$ cat src/rtl/axi_wr_arbiter.sv
// Round-robin sequencer that shares one AXI4 write port (AW/W/B) between NUM_REQ writer engines.
// Each granted writer gets one full burst: address, data beats with WLAST, then the B response.
module axi_wr_arbiter #(
   parameter int NUM_REQ = 4,
   parameter int ADDR_W  = 32,
   parameter int DATA_W  = 32,
   parameter int LEN_W   = 8
) (
   input  logic                        clk,
   input  logic                        rst,
   input  logic [NUM_REQ-1:0]          req,
   input  logic [NUM_REQ*ADDR_W-1:0]   req_addr,
   input  logic [NUM_REQ*LEN_W-1:0]    req_len,
   output logic [NUM_REQ-1:0]          grant,
   input  logic [NUM_REQ*DATA_W-1:0]   s_wdata,
   input  logic [NUM_REQ-1:0]          s_wvalid,
   output logic [NUM_REQ-1:0]          s_wready,
   output logic [NUM_REQ-1:0]          done,
   output logic [NUM_REQ-1:0]          err,
   output logic [ADDR_W-1:0]           awaddr,
   output logic [LEN_W-1:0]            awlen,
   output logic                        awvalid,
   input  logic                        awready,
   output logic [DATA_W-1:0]           wdata,
   output logic                        wlast,
   output logic                        wvalid,
   input  logic                        wready,
   input  logic [1:0]                  bresp,
   input  logic                        bvalid,
   output logic                        bready
);

   localparam int IDX_W = (NUM_REQ > 1) ? $clog2(NUM_REQ) : 1;
   localparam logic [IDX_W:0] NUM_REQ_W = (IDX_W+1)'(NUM_REQ);
   localparam logic [IDX_W-1:0] LAST_IDX = IDX_W'(NUM_REQ - 1);

   typedef enum logic [1:0] {IDLE, ADDR, DATA, RESP} state_t;

   state_t               state_reg;
   logic [IDX_W-1:0]     rr_ptr_reg;
   logic [IDX_W-1:0]     owner_reg;
   logic [NUM_REQ-1:0]   grant_reg;
   logic [NUM_REQ-1:0]   done_reg;
   logic [NUM_REQ-1:0]   err_reg;
   logic [ADDR_W-1:0]    awaddr_reg;
   logic [LEN_W-1:0]     awlen_reg;
   logic                 awvalid_reg;
   logic                 bready_reg;
   logic [LEN_W:0]       beat_cnt_reg;

   logic                 win_found;
   logic [IDX_W-1:0]     win_idx;
   logic [IDX_W:0]       arb_cand;
   logic                 in_data;
   logic                 beat_fire;

   // Search upward from the rr pointer with wrap; the first requester found wins.
   always_comb begin
      win_found = 1'b0;
      win_idx   = '0;
      arb_cand  = '0;
      for (int k = 0; k < NUM_REQ; k++) begin
         arb_cand = {1'b0, rr_ptr_reg} + (IDX_W+1)'(k);
         if (arb_cand >= NUM_REQ_W) begin
            arb_cand = arb_cand - NUM_REQ_W;
         end
         if (!win_found && req[arb_cand[IDX_W-1:0]]) begin
            win_found = 1'b1;
            win_idx   = arb_cand[IDX_W-1:0];
         end
      end
   end

   assign in_data   = (state_reg == DATA);
   assign wdata     = s_wdata[owner_reg*DATA_W +: DATA_W];
   assign wvalid    = in_data & s_wvalid[owner_reg];
   assign wlast     = in_data & (beat_cnt_reg == {1'b0, awlen_reg});
   assign beat_fire = wvalid & wready;

   generate
      for (genvar gi = 0; gi < NUM_REQ; gi++) begin : g_sready
         assign s_wready[gi] = in_data & grant_reg[gi] & wready;
      end
   endgenerate

   assign grant   = grant_reg;
   assign done    = done_reg;
   assign err     = err_reg;
   assign awaddr  = awaddr_reg;
   assign awlen   = awlen_reg;
   assign awvalid = awvalid_reg;
   assign bready  = bready_reg;

   always_ff @(posedge clk or posedge rst) begin
      if (rst) begin
         state_reg    <= IDLE;
         rr_ptr_reg   <= '0;
         owner_reg    <= '0;
         grant_reg    <= '0;
         done_reg     <= '0;
         err_reg      <= '0;
         awaddr_reg   <= '0;
         awlen_reg    <= '0;
         awvalid_reg  <= 1'b0;
         bready_reg   <= 1'b0;
         beat_cnt_reg <= '0;
      end else begin
         done_reg <= '0;
         err_reg  <= '0;
         case (state_reg)
            IDLE: begin
               if (win_found) begin
                  owner_reg   <= win_idx;
                  grant_reg   <= NUM_REQ'(1) << win_idx;
                  awaddr_reg  <= req_addr[win_idx*ADDR_W +: ADDR_W];
                  awlen_reg   <= req_len[win_idx*LEN_W +: LEN_W];
                  awvalid_reg <= 1'b1;
                  state_reg   <= ADDR;
               end
            end
            ADDR: begin
               if (awready) begin
                  awvalid_reg  <= 1'b0;
                  beat_cnt_reg <= '0;
                  state_reg    <= DATA;
               end
            end
            DATA: begin
               if (beat_fire) begin
                  beat_cnt_reg <= beat_cnt_reg + 1'b1;
                  if (wlast) begin
                     bready_reg <= 1'b1;
                     state_reg  <= RESP;
                  end
               end
            end
            RESP: begin
               if (bvalid) begin
                  bready_reg <= 1'b0;
                  done_reg   <= grant_reg;
                  err_reg    <= (bresp != 2'b00) ? grant_reg : '0;
                  grant_reg  <= '0;
                  // The finishing owner drops to lowest priority for the next round.
                  rr_ptr_reg <= (owner_reg == LAST_IDX) ? '0 : owner_reg + IDX_W'(1);
                  state_reg  <= IDLE;
               end
            end
            default: state_reg <= IDLE;
         endcase
      end
   end

endmodule

$ cat config.mk
export PLATFORM = sky130hd
export DESIGN_NAME = axi_wr_arbiter
export DESIGN_NICKNAME = d
export VERILOG_FILES = /design/src/rtl/axi_wr_arbiter.sv
export SDC_FILE = /design/constraint.sdc
export NUM_CORES = 1
export LEC_CHECK = 0
export CORE_AREA = 2 2 154 156
export DETAILED_ROUTE_END_ITERATION = 12
export DIE_AREA = 0 0 156 158
export PLACE_DENSITY = 0.67
export SYNTH_ARGS = -nofsm -noshare
export SYNTH_HDL_FRONTEND = slang
export SYNTH_SLANG_ARGS = --single-unit
$ cat constraint.sdc
create_clock -name clk -period 2.7 [get_ports clk]
set_input_delay 0.27 -clock clk [delete_from_list [all_inputs] [get_ports clk]]
set_output_delay 0.27 -clock clk [all_outputs]
set_load 0.005 [all_outputs]
; ---- Yosys cells after proc, flatten, opt, wreduce, memory -nomap -nowiden
; Index checks and enable logic that the tools add are counted.
[totals]
memories = 0
latchBits = 0
output_inout_bits = 92
ram_bits = 0
mem_bits_ro = 0
inputBits = 303
ff_bits = 69
wordCells = 120
[classes]
multipliers = 0
shifts = 4
n_div = 0
n_eq_ne = 10
add_sub_neg = 9
mux = 47
reduce_logical = 19
bitwise = 11
order_cmp = 9
[ops]
columns = cell, n
row1 = variable part select 128 x 8 -> 32 bit, 2
row2 = variable part select 32 x 6 -> 8 bit, 1
row3 = two-way mux 2 bit, 14
row4 = two-way mux 4 bit, 7
row5 = two-way mux 9 bit, 2
row6 = case mux 9 bit (2 select lines), 1
row7 = "less-than comparator 2 x 3 -> 1 bit, second input constant", 5
row8 = two-way mux 1 bit, 14
row9 = AND 1 bit, 11
row10 = binary-select mux 1 bit (select 2 bit), 5
row11 = nonzero test 2 bit, 5
row12 = "adder 9 x 1 -> 9 bit, second input constant", 1
row13 = equality test 9 x 8 -> 1 bit, 1
row14 = "greater-or-equal comparator 3 bit, second input constant", 3
row15 = AND reduction 3 bit, 3
row16 = "inequality test 2 bit, second input constant", 4
row17 = case mux 2 bit (4 select lines), 1
row18 = case mux 4 bit (2 select lines), 1
row19 = "subtractor 2 x 1 -> 2 bit, second input constant", 4
row20 = "adder 2 x 2 -> 3 bit, second input constant", 2
row21 = "equality test 2 bit, second input constant", 3
row22 = AND reduction 5 bit, 1
row23 = case mux 1 bit (2 select lines), 2
row24 = AND reduction 2 bit, 2
row25 = other kinds (10), 14

; ---- Depth between registers and ports, before layout
[depth]
word_depth = 17
ltp_mapped = 8
depth_no_buf = 7

; ---- Least setup slack after synthesis
; No wires, ideal clock.
[synth_timing]
path_type = reg2reg
start = reg state_reg[0]
end = reg beat_cnt_reg[7]
arrival_ps = 1756
n_path_buf = 1
setup_time_ps = 69
synth_period_minus_slack_ps = 1825
path_stages_with_launch = 8
t_required_ps = 2631
slack_ps = 875
cell_sequence = dfrtp_1 -> inv_1 -> ha_1 -> buf_2 -> mux2i_1 -> nand2b_1 -> or4_1 -> nand3_1
[synth_between]
elab_chain_cells = 5
elab_cells_between_ends = 9
classes_between = 4 x eq/ne / 1 x mux / 2 x bitwise / 2 x reduce/logical
[synth_lines]
columns = item, line_no
row1 = "start, declared", 39  ; state_t state_reg;
row2 = "start signal, assigned", 96  ; state_reg <= IDLE;
row3 = "start signal, assigned", 118  ; state_reg <= ADDR;
row4 = "start signal, assigned", 125  ; state_reg <= DATA;
row5 = equality test 2 bit, "74, 110"
row6 = AND 1 bit, 76  ; assign wvalid = in_data & s_wvalid[owner_reg];
row7 = AND 1 bit, 78  ; assign beat_fire = wvalid & wready;
row8 = inequality test 2 x 1 -> 1 bit (no line), -
row9 = AND reduction 3 bit (no line), -
row10 = "end signal, assigned", 130  ; beat_cnt_reg <= beat_cnt_reg + 1'b1;
row11 = "end, declared", 49  ; logic [LEN_W:0] beat_cnt_reg;
; Parallel ways exist; a longest one is shown, timed or not.
; A chain may end at the register's enable or synchronous reset.

; ---- Worst setup path in the final report
[layout_timing]
start = reg owner_reg[0]
end = out wvalid
[layout_between]
elab_chain_cells = 3
[layout_lines]
columns = item, line_no
row1 = "start, declared", 41  ; logic [IDX_W-1:0] owner_reg;
row2 = "start signal, assigned", 113  ; owner_reg <= win_idx;
row3 = binary-select mux 1 bit (select 2 bit), 76
row4 = two-way mux 1 bit (implied by the code), 76
row5 = AND 1 bit, 76
row6 = "end, declared", 26  ; output logic wvalid,
; No other way between the ends. The select of a mux whose other input is x is not followed.

==> summary.md <==
| Metric | Value |
|---|---|
| Vias/cell | 4.84 |
| Overall power | slightly below 0.008 W |
| Sinks on the clock net | 69 |
| Maximum number of pins on one net before global-route repair | 42 |
| Nets in the synthesized netlist | around 760 |
| Syn Area/Cell | 10.1 um2 |
| Vias | roughly 5500 |
| Floorplan die area | between 20000 and 25000 um2 |
| Largest register FFs | 32 |
| Number of buffers inserted by port buffering | 394 |
| Worst reg2reg path depth | 5 |
| Total congestion overflow | 0 |
| Ys flop type | dfrtp_1 |
| Total CTS buffers | 9 |
| Post-synthesis instance area | 4540 um2 |
| Buffer levels on the longest clock path | 2 |
| Post-synth ARST share | 100% |
| Count of non-filler cells in the finished layout | 1130 |
| Post-route standard cell area excluding fillers | approximately 9000 um2 |
| Maximum fanout along the worst path | 14 |
| Starting density of the core | roughly a fifth |
| Post-synth top cells | a21oi_1 (88), dfrtp_1 (69), nor2_1 (52) |
| Total negative slack for setup checks | 0 ns |
| Critical Path End | wvalid |
| Outcome | finished, final reports clean |
| TritonCTS clock tree | yes |
| Synthesis-to-finish area growth | 104% |
| CP endpoint kind | output port |
| Worst-path clk slew | 0.07 ns |
| CP Buf/Inv Count | 1 |
| Die H | roughly 160 um |
| Proportion of netlist area held by the largest area contributor | 38.0% |
| 1st-iter DRT viols | 378 |
| Core region area | 23100 um2 |
| Count of standard-cell rows | 56 |
| Fin util | 40.2% |
| Total number of yosys warnings | 0 |
| Power density of the placed cells | 839 nW/um2 |
| Cell types with the largest area share after synthesis | dfrtp_1 (38%), mux4_2 (16%), a21oi_1 (9.7%), a222oi_1 (8.8%), nor2_1 (4.3%) |
| Crit path max-delay family | multiplexers |
| Worst-case clock skew | 0.0142 ns |
| Relative max-transition margin | approximately half |
| Total routing resource utilization after global routing | 17.6% |
| DR pass1 iterations | 7 |
| Final RePlAce weighted congestion | 0.936 |
| Worst setup path start | owner_reg[0] |
| Number of storage elements in the synthesis netlist | 69 |
| Required time of the critical path | around 2.4 ns |
| Instance count on the critical path | 3 |
| Number of DRC violations after detailed routing | 0 |
| CTS HTree Levels | 3 |
| Worst-Skew Late Latency | 0.35 ns |
| Wire length of the first global-routing pass | 32400 um |
| Antenna violations before repair | 2 |
| Crit path DAT | 2.22 ns |
| Dpl cells | ~1100 |
| Yosys cell types | 46 |
| Reported max-cap violation count | 0 |
| CP cell instances | mux4_2 > and2_1 > clkdlybuf4s50_1 |
| Width of the die | between 150 and 200 um |
| Highest-delay cell along the critical path | mux4_2 |
| IR Drop Worst-Case VDD | 296 uV |
| Antenna Violating Nets Remaining | 0 |
| Class of the tightest hold or removal check | in -> async |
| WL/cell | 19.7 um |
| Share of post-route cells with drive strength above 1 | 9.77% |
| Final number of hold-violating endpoints | 0 |
| Vias in the first global route | 5611 |
| Cell at the root of the clock tree | clkbuf_16 |
| Endpoint of the worst-slack reg-to-reg timing path | state_reg[1] |
| Max Fclk | 0.401 GHz |
| Share of the cycle needed by the critical path after routing | just over 90% |
| Unrepaired setup endpoints after global routing | no |
| Number of enable flip-flop cells after synthesis | 0 |
| Placed inst area | about 9000 um2 |
| Worst reg2reg path startpoint | owner_reg[0] |
| Total Wirelength | 22200 um |
| Register-to-Register Setup Slack | 0.62 ns |
| Largest area contributor in the synthesized netlist | dfrtp_1 |
| Post-detailed-placement half-perimeter wirelength | 18000 um |
| Setup Buffers After CTS | 0 |
| Cell count after synthesis | 448 |
| Most common cell in the netlist | a21oi_1 |
| Critical path's largest stage delay | 0.62 ns |
| Final worst path period need | 2.49 ns |
| Kind of launch point of the worst setup path | flip-flop |
| Actual slew at the worst max-slew pin | 0.771 ns |
| Number of slew-limit violations in the final report | 0 |
| Post-synthesis sequential area ratio | between 30% and 40% |
| Leak pwr | 3.62 nW |
| Category of the critical setup timing path | reg -> out |
| Layout net count | 1144 |
| I/O pin count | 395 |
| Setup violation total in the final timing report | 0 |
## through the flow
stage | worst slack (ns) | hold slack, ns
after floorplan | 0.690 | 0.430
after global placement | 0.194 | 0.490
after detailed placement | 0.172 | 0.500
after CTS | 0.0686 | 0.296
after global routing | 0.0936 | 0.324
final | 0.207 | 0.271
## metal layers
metal / share of wire (%) / wire [um] / GRT usage [%]
met2: 49 / 11000 / 30.8
met5: 0.058 / 13 / 0
met4: 2.6 / 567 / 6.95
met1: 39 / 8620 / 20.1
met3: 9.2 / 2030 / 5.20
## kinds of logic (layout without fill, tap and decap cells)
kind of cell | count (synthesis) | after routing | share of synthesized area (%)
AND/OR/NAND/NOR | 108 | 108 | 11.7
buffers and inverters | 50 | 441 | 4.57
AO/OA/AOI/OAI | 168 | 168 | 24.6
XOR/XNOR | 8 | 8 | 1.54
adder cells (fa/ha/maj) | 7 | 7 | 1.93
other | 0 | 1 | 0
multiplexers | 38 | 38 | 17.6
flip-flops | 69 | 69 | 38.0
## worst min path at each step
| stage | startpoint | endpoint | slack (ns) |
|---|---|---|---|
| finish | rst | awaddr[11] | 0.27 |
| global placement | awvalid | awvalid | 0.49 |
| global route | rst | awaddr[11] | 0.32 |
| CTS | rst | awaddr[11] | 0.30 |
| detailed placement | awvalid | awvalid | 0.50 |
| floorplan | bvalid | done[0] | 0.43 |
## cells in the final DEF, fill, tap and decap left out, drive strengths merged, types with 9 or more instances in the layout
cell type      instances
a21oi                 88
a222oi                40
a22o                   9
and3                  10
buf                   20
clkbuf                11
clkdlybuf4s50        394
dfrtp                 69
inv                   11
mux4                  33
nand2                 16
nor2                  52
o21ai                 15
## worst register-to-register path: stages, from the launching register on
cell     delay [ns]
dfrtp_4        0.59
mux4_2         0.46
and2_4         0.19
nand4_2        0.14
a21oi_1        0.25
mux2_1         0.34
## cell type report
class	count	area (um2)
diodes	1	2.50
fillers	2241	13800
clock inverters	5	81.3
multi-input cells	329	2650
well taps	290	363
flip-flops and latches	69	1730
inverters	11	42.5
repair buffers	414	4140
clock buffers	11	253
## power breakdown
group	switching (W)	internal, W
Clock	0.000506	0.000862
Sequential	0.000387	0.00145
Combinational	0.00196	0.00261
Total	0.00285	0.00492
## what timing repair did
action / 4_1_cts / 5_1_grt
hold buffers: 0 / 0
setup endpoints to repair: 0 / 1
gates resized for setup: 0 / 1
Power figures use the tool's default switching activity.
